## src/rtl/act_lut_arbiter.sv

```systemverilog
// Round-robin front end for the shared activation ROM: picks one MAC sum per cycle,
// scales/saturates it into a ROM address and routes the looked-up byte back 2 edges later.
module act_lut_arbiter #(
  parameter int NUM_REQ   = 4,
  parameter int ACC_WIDTH = 20,
  parameter int SHIFT     = 4
) (
  input  logic                           clk,
  input  logic                           rst_n,
  input  logic [NUM_REQ-1:0]             req_valid,
  input  logic [NUM_REQ*ACC_WIDTH-1:0]   req_data,
  output logic [NUM_REQ-1:0]             req_ready,
  output logic [10:0]                    rom_addr,
  input  logic [7:0]                     rom_q,
  output logic [NUM_REQ-1:0]             rsp_valid,
  output logic [7:0]                     rsp_data,
  output logic [15:0]                    sat_count
);

  localparam int IW = (NUM_REQ > 1) ? $clog2(NUM_REQ) : 1;

  typedef logic signed [ACC_WIDTH-1:0] acc_t;

  localparam acc_t SatHi = acc_t'(1023);
  localparam acc_t SatLo = acc_t'(-1024);
  localparam logic [NUM_REQ-1:0] OneHot0 = {{(NUM_REQ-1){1'b0}}, 1'b1};

  logic [IW-1:0]      ptr_q, ptr_d;
  logic [10:0]        rom_addr_q, rom_addr_d;
  logic               s1_valid_q, s2_valid_q;
  logic [IW-1:0]      s1_idx_q, s2_idx_q;
  logic [NUM_REQ-1:0] rsp_valid_q;
  logic [7:0]         rsp_data_q;
  logic [15:0]        sat_q;

  logic               gnt_any;
  logic [IW-1:0]      gnt_idx;
  logic               accept;
  acc_t               req_arr [NUM_REQ];
  acc_t               shifted;
  logic               sat_hi, sat_lo;
  logic [10:0]        clipped;

  always_comb begin
    for (int i = 0; i < NUM_REQ; i++) begin
      req_arr[i] = acc_t'(req_data[i*ACC_WIDTH +: ACC_WIDTH]);
    end
  end

  // Search from the pointer, wrapping, so the most recently served requester goes last.
  always_comb begin
    logic [IW-1:0] cand;
    cand    = '0;
    gnt_any = 1'b0;
    gnt_idx = '0;
    for (int i = 0; i < NUM_REQ; i++) begin
      cand = IW'((int'(ptr_q) + i) % NUM_REQ);
      if (!gnt_any && req_valid[cand]) begin
        gnt_any = 1'b1;
        gnt_idx = cand;
      end
    end
  end

  assign accept    = gnt_any & rst_n;
  assign req_ready = accept ? (OneHot0 << gnt_idx) : '0;
  assign ptr_d     = (gnt_idx == IW'(NUM_REQ - 1)) ? '0 : gnt_idx + 1'b1;

  // Offset-binary address: flipping the sign bit of the clipped value adds 1024.
  always_comb begin
    shifted    = req_arr[gnt_idx] >>> SHIFT;
    sat_hi     = shifted > SatHi;
    sat_lo     = shifted < SatLo;
    clipped    = sat_hi ? 11'h3FF : (sat_lo ? 11'h400 : shifted[10:0]);
    rom_addr_d = {~clipped[10], clipped[9:0]};
  end

  always_ff @(posedge clk or negedge rst_n) begin
    if (!rst_n) begin
      ptr_q       <= '0;
      rom_addr_q  <= 11'h400;
      s1_valid_q  <= 1'b0;
      s1_idx_q    <= '0;
      s2_valid_q  <= 1'b0;
      s2_idx_q    <= '0;
      rsp_valid_q <= '0;
      rsp_data_q  <= '0;
      sat_q       <= '0;
    end else begin
      if (accept) begin
        ptr_q      <= ptr_d;
        rom_addr_q <= rom_addr_d;
        if ((sat_hi || sat_lo) && (sat_q != 16'hFFFF)) begin
          sat_q <= sat_q + 16'd1;
        end
      end
      s1_valid_q  <= accept;
      s1_idx_q    <= gnt_idx;
      s2_valid_q  <= s1_valid_q;
      s2_idx_q    <= s1_idx_q;
      rsp_valid_q <= s2_valid_q ? (OneHot0 << s2_idx_q) : '0;
      if (s2_valid_q) begin
        rsp_data_q <= rom_q;
      end
    end
  end

  assign rom_addr  = rom_addr_q;
  assign rsp_valid = rsp_valid_q;
  assign rsp_data  = rsp_data_q;
  assign sat_count = sat_q;

endmodule

```

## config.mk

```make
export PLATFORM = sky130hd
export DESIGN_NAME = act_lut_arbiter
export DESIGN_NICKNAME = d
export VERILOG_FILES = /design/src/rtl/act_lut_arbiter.sv
export SDC_FILE = /design/constraint.sdc
export NUM_CORES = 1
export LEC_CHECK = 0
export BUFFER_PORTS_ARGS = -buffer_cell sky130_fd_sc_hd__buf_4
export CAP_MARGIN = 20
export CELL_PAD_IN_SITES_DETAIL_PLACEMENT = 0
export CELL_PAD_IN_SITES_GLOBAL_PLACEMENT = 1
export CORE_MARGIN = 2
export CORE_UTILIZATION = 34
export CTS_CLUSTER_SIZE = 40
export DETAILED_ROUTE_END_ITERATION = 10
export GPL_TIMING_DRIVEN = 0
export PLACE_DENSITY_LB_ADDON = 0.1
export SKIP_CTS_REPAIR_TIMING = 1
export SYNTH_ARGS = -nofsm -noshare
export SYNTH_HDL_FRONTEND = slang
export SYNTH_SLANG_ARGS = --single-unit
export TNS_END_PERCENT = 100
```

## constraint.sdc

```tcl
create_clock -name clk -period 3.2 [get_ports clk]
set_clock_uncertainty 0.05 [all_clocks]
set_input_delay 0.16 -clock clk [delete_from_list [all_inputs] [get_ports clk]]
set_output_delay 0.16 -clock clk [all_outputs]
set_load 0.01 [all_outputs]
```

== Yosys cells after proc, flatten, opt, wreduce, memory -nomap -nowiden ==
Index checks and enable logic that the tools add are counted.

* Reductions and logical operators: 9
* Muxes and demuxes: 24
* Bitwise logic cells: 3
* $add $sub $neg: 5
* Shifts and indexed selects: 2
* Magnitude comparators: 7
* Equal/unequal tests: 2

{| class="wikitable"
|+ Operators with widths
! operator !! count
|-
| 20-bit binary-select mux with 2-bit select || 1
|-
| 20-bit two-way mux || 2
|-
| 11-bit two-way mux || 2
|-
| 16-bit by 1-bit adder with 16-bit output, second input constant || 1
|-
| 16-bit by 11-bit greater-than comparator with 1-bit output, second input constant || 1
|-
| 16-bit by 11-bit less-than comparator with 1-bit output, second input constant || 1
|-
| 16-bit inequality test, second input constant || 1
|-
| 2-bit by 3-bit less-than comparator with 1-bit output, second input constant || 4
|-
| 2-bit two-way mux || 5
|-
| 1-bit binary-select mux with 2-bit select || 4
|-
| 1-bit two-way mux || 8
|-
| 4-bit two-way mux || 2
|-
| 1-bit by 2-bit << shifter with 4-bit output, first input constant || 2
|-
| 2-bit by 1-bit adder with 2-bit output, second input constant || 2
|-
| 2-bit adder, second input constant || 2
|-
| 1-bit logical AND || 4
|-
| 3-bit >= comparator, second input constant || 1
|-
| 1-bit zero test || 3
|-
| 2-bit inverter with 3-bit output || 1
|-
| 2-bit == test, second input constant || 1
|-
| 2-bit AND reduction || 1
|-
| 1-bit bitwise AND || 1
|-
| 1-bit logical OR || 1
|-
| 1-bit inverter || 1
|}

* Logic and storage cells: 61
* Bits in registers: 47
* Output and inout port bits: 43

== Logic depth before layout (Yosys ltp) ==
* Word-level depth: 20
* Depth in mapped cells: 13
* Mapped depth without buffers: 10

== Least setup slack after synthesis ==
No wires, ideal clock.

* Kind: reg2reg
* From: register ptr_q[1]
* To: register sat_q[14] (netlist: sat_count[14])
* Arrival time: 2.359 ns
* Cell stages (with the launch flop): 12
* Setup slack: 0.664 ns
* Path buffers: 2
* Cell sequence: dfrtp_1 > buf_6 > mux2i_1 > o2bb2ai_2 > nor2_8 > buf_6 > mux2i_1 > mux2i_1 > nor4b_2 > mux2i_4 > nand4_1 > mux2_1

* Cells in the longest elaborated chain, start to end: 20

{| class="wikitable"
|+ RTL lines
! what !! line !! source
|-
| start, declared || 28 || <nowiki>logic [IW-1:0] ptr_q, ptr_d;</nowiki>
|-
| start signal, assigned || 91 || <nowiki>ptr_q <= ptr_d;</nowiki>
|-
| branches (longest 19 deep; another with 2-bit by 1-bit adder with 2-bit output) || -- ||
|-
| 2-bit AND reduction (no line) (*) || -- ||
|-
| end signal, assigned || 94 || <nowiki>sat_q <= sat_q + 16'd1;</nowiki>
|-
| end, declared || 34 || <nowiki>logic [15:0] sat_q;</nowiki>
|}

Every way passes the cells marked *. The select of a mux whose other input is x is not followed.
A chain may end at the register's enable or synchronous reset.

== Worst setup path in the final report ==
Same ends and word-level chain as after synthesis.

==> run_results.csv <==
group,metric,value,unit
clock_tree,cts_tree,"done",
worst_hold_path,hold_depth,2,
sta,max_slew_margin,37.0,%
global_route,grt_max_degree,49,
critical_path,reg2reg_to,"sat_count[14]",
global_route,grt_pass1_wl,11.2,mm
clock_tree,cts_buffers,5,
sta,fin_crit_sh,86.9,%
critical_path,worstPathRequired,3330,ps
sta,min_period,2780,ps
clock_tree,clock_path_buffers,2,
sta,rsz0062_at_grt,"false",
worst_hold_path,whs_endpoint,"rsp_data[5]",
critical_path,startpoint_type,"flop",
critical_path,crit_buf_inv,2,
clock_tree,h-tree-depth,2,
critical_path,cp_cell_sequence,"buf_6 -> mux2i_1 -> o2bb2ai_2 -> nor2_8 -> buf_6 -> mux2i_1 -> mux2i_1 -> nor4b_2 -> mux2i_4 -> nand4_1 -> mux2_1",
power_and_ir_drop,max-vdd-ir-drop,0.354,mV
clock_tree,clock_latency,290,ps
floorplan,io_pins,137,
detailed_routing,wl_per_cell,14.3,µm
critical_path,critPathMaxFanout,10,
critical_path,cp-end-kind,"flop",
logic_synthesis,synthCells,247,
logic_synthesis,ys_ff_latch,47,
finish,drive_gt1_share,44.7,%
critical_path,path_class,"reg2reg",
sta,setup_viol,0,
detailed_routing,first_iter_violations,54,
finish,areaGrowthSynthToFinish,42.3,%
critical_path,worstRegToRegCells,11,
critical_path,crit_arrival,2910,ps
finish,area.sequential,1180,µm²
detailed_routing,vias,2323,
logic_synthesis,yosysWarnings,0,
worst_hold_path,hp-class,"in2reg",
critical_path,cp_top_family,"multiplexers",
logic_synthesis,ys_seq_area_share,43.9,%
global_route,first_global_vias,2346,
detailed_routing,routed_wl,6.83,mm
floorplan,die-height,92.8,µm
floorplan,row_count,32,
floorplan,die_area,8610,µm²
power_and_ir_drop,p_leak,1.81,nW
floorplan,core,7690,µm²
detailed_routing,drc,0,
sta,max_freq,360,MHz
sta,final_max_slew_viol_count,0,
logic_synthesis,ys_types,43,
critical_path,crit_slowest_cell,"nor4b_2",
finish,layout_common_cells,"buf_4, dfrtp_1, mux2i_1, nand2_1, mux2_2",
finish,antenna_cells,0,
sta,finalSetupTns,0,ps
logic_synthesis,syn_area,2680,µm²
finish,nNetsFinal,474,
clock_tree,clk_pin_slew,90,ps
logic_synthesis,avgSynthCellArea,10.9,µm²
global_route,grt_antenna_before_repair,0,
logic_synthesis,syn_nets,346,
sta,worst_pin_slew,935,ps
flow_run,cap_viol_max_count,0,
global_route,grt_overflow_total,0,
placement,dp_hpwl,5.28,mm
finish,mostFrequentLayoutCell,"buf_4",
detailed_routing,ant_nets,0,
critical_path,r2r_start,"ptr_q[1]",
floorplan,fp.dieW,92.8,µm
critical_path,r2r_slack,420,ps
placement,routabilityCongestion,0.765,
detailed_routing,vias_per_cell,4.86,
sta,whs,45.0,ps
finish,nFillCells,754,
floorplan,start_util,34.9,%
worst_hold_path,hold_start,"rom_q[5]",
placement,port_buffers,120,
detailed_routing,first_pass_iters,4,
critical_path,cp_common_cell,"mux2i_1",
outcome,status,"finished clean",
critical_path,critPathMaxStageDelay,430,ps
finish,multi_input_area,1420,µm²
clock_tree,clock-sinks,47,
power_and_ir_drop,powerDensity,637,nW/µm²
clock_tree,cts_root_buf,"clkbuf_8",
sta,hold_viol,0,
global_route,grt_usage,16.1,%
-- cell type report --
class	count	area share, %
Inverter	3	0.295
Multi-Input combinational cell	185	37.3
Buffer	12	1.84
Timing Repair Buffer	121	23.9
Clock inverter	1	0.230
Sequential cell	47	30.9
Clock buffer	7	2.26
Tap cell	102	3.35
-- cell families (layout without fill, tap and decap cells) --
logic type,count (synthesis),in the layout,share of synthesized area [%]
compound gates,31,31,8.03
xor+xnor,13,13,4.25
fa+ha+maj,5,5,2.33
buf+inv,15,144,3.03
flops,47,47,43.9
mux,48,48,19.5
simple gates,88,88,19.0
-- routing by layer --
metal	vias to the layer above	GRT usage [%]	routed length, µm	share of wire [%]
met1	1103	21.8	3090	45
met4	0	3.31	48	0.70
met3	6	3.74	445	6.5
li1	1141	-	-	-
met2	73	26.4	3240	48
met5	-	0	0	0
-- stage by stage --
stage          std cells  utilization (%)  worst slack (ps)  instance area, µm²  total power [mW]
2_1_floorplan        247                -               664                2680              1.60
3_3_place_gp         469             48.3               407                3710              2.07
3_5_place_dp         469             48.3               401                3710              2.08
4_1_cts              477             49.5               392                3800              2.46
5_1_grt              478             49.6               141                3810              2.61
6_report             478             49.6               421                3810              2.43
-- worst register-to-register path: stages, from the launching register on --
cell and delay, ps:
dfrtp_1 380, buf_6 130, mux2i_1 120, o2bb2ai_2 170
nor2_8 220, buf_6 180, mux2i_1 180, mux2i_1 130
nor4b_2 430, mux2i_4 200, nand4_1 160, mux2_1 320
-- worst max path at each step --
stage	start	to	cells after the start
3_5_place_dp	ptr_q[1]	sat_count[14]	11
6_report	ptr_q[1]	sat_count[14]	11
4_1_cts	ptr_q[1]	sat_count[14]	11
5_1_grt	ptr_q[1]	sat_count[14]	11
3_3_place_gp	ptr_q[1]	sat_count[14]	11
2_1_floorplan	ptr_q[1]	sat_count[14]	11
-- cell usage after synthesis --
| cell | n | area share (%) |
|---|---|---|
| mux2_1 | 2 | 0.84 |
| o31ai_1 | 1 | 0.28 |
| ha_1 | 5 | 2.3 |
| and3_1 | 9 | 2.1 |
| buf_6 | 3 | 1.3 |
| nor4b_2 | 1 | 0.56 |
| o21ai_0 | 1 | 0.19 |
| nand2b_1 | 2 | 0.47 |
| xnor2_1 | 13 | 4.2 |
| dfstp_2 | 1 | 0.98 |
| mux2i_1 | 24 | 9.0 |
| o2bb2ai_2 | 1 | 0.56 |
| nand4b_1 | 4 | 1.3 |
| clkbuf_1 | 6 | 0.84 |
| o2bb2ai_1 | 1 | 0.33 |
| buf_2 | 2 | 0.37 |
| o211ai_1 | 10 | 2.8 |
| nand2b_4 | 1 | 0.51 |
| mux2_2 | 21 | 8.8 |
| nand3_2 | 1 | 0.37 |
| nor3b_1 | 2 | 0.56 |
| o41ai_2 | 1 | 0.61 |
| nor3_1 | 2 | 0.37 |
| nand2_1 | 21 | 2.9 |
| dfrtp_1 | 46 | 43 |
| nand4_1 | 4 | 0.93 |
| nor2_2 | 1 | 0.23 |
| nor2_8 | 1 | 0.75 |
| inv_1 | 2 | 0.28 |
| a21oi_1 | 13 | 2.4 |
| and2_1 | 4 | 0.93 |
| nor2b_4 | 1 | 0.51 |
| a21oi_2 | 1 | 0.33 |
| mux2i_4 | 1 | 0.84 |
| a21o_1 | 1 | 0.28 |
| and3_4 | 1 | 0.42 |
| nand4_2 | 2 | 0.93 |
| nand3_1 | 12 | 2.2 |
| buf_1 | 1 | 0.14 |
| nor2_1 | 18 | 2.5 |
| and3b_1 | 1 | 0.33 |
| inv_2 | 1 | 0.14 |
| a31oi_1 | 1 | 0.23 |
-- flip-flops by register name (all words and copies together), names as in the netlist --
register	flops
sat_count	16
s2_idx_q	2
rsp_data	8
s2_valid_q	1
rom_addr	11
s1_valid_q	1
ptr_q	2
rsp_valid	4
s1_idx_q	2
-- power breakdown --
part           internal (mW)  switching (mW)  leakage, nW  total (mW)
logic                  0.595           0.577         1.19        1.17
registers              0.758           0.123        0.570       0.881
clock network          0.177           0.198       0.0484       0.376
total                   1.53           0.898         1.81        2.43
Note: power is estimated with default switching activity, not from simulation.
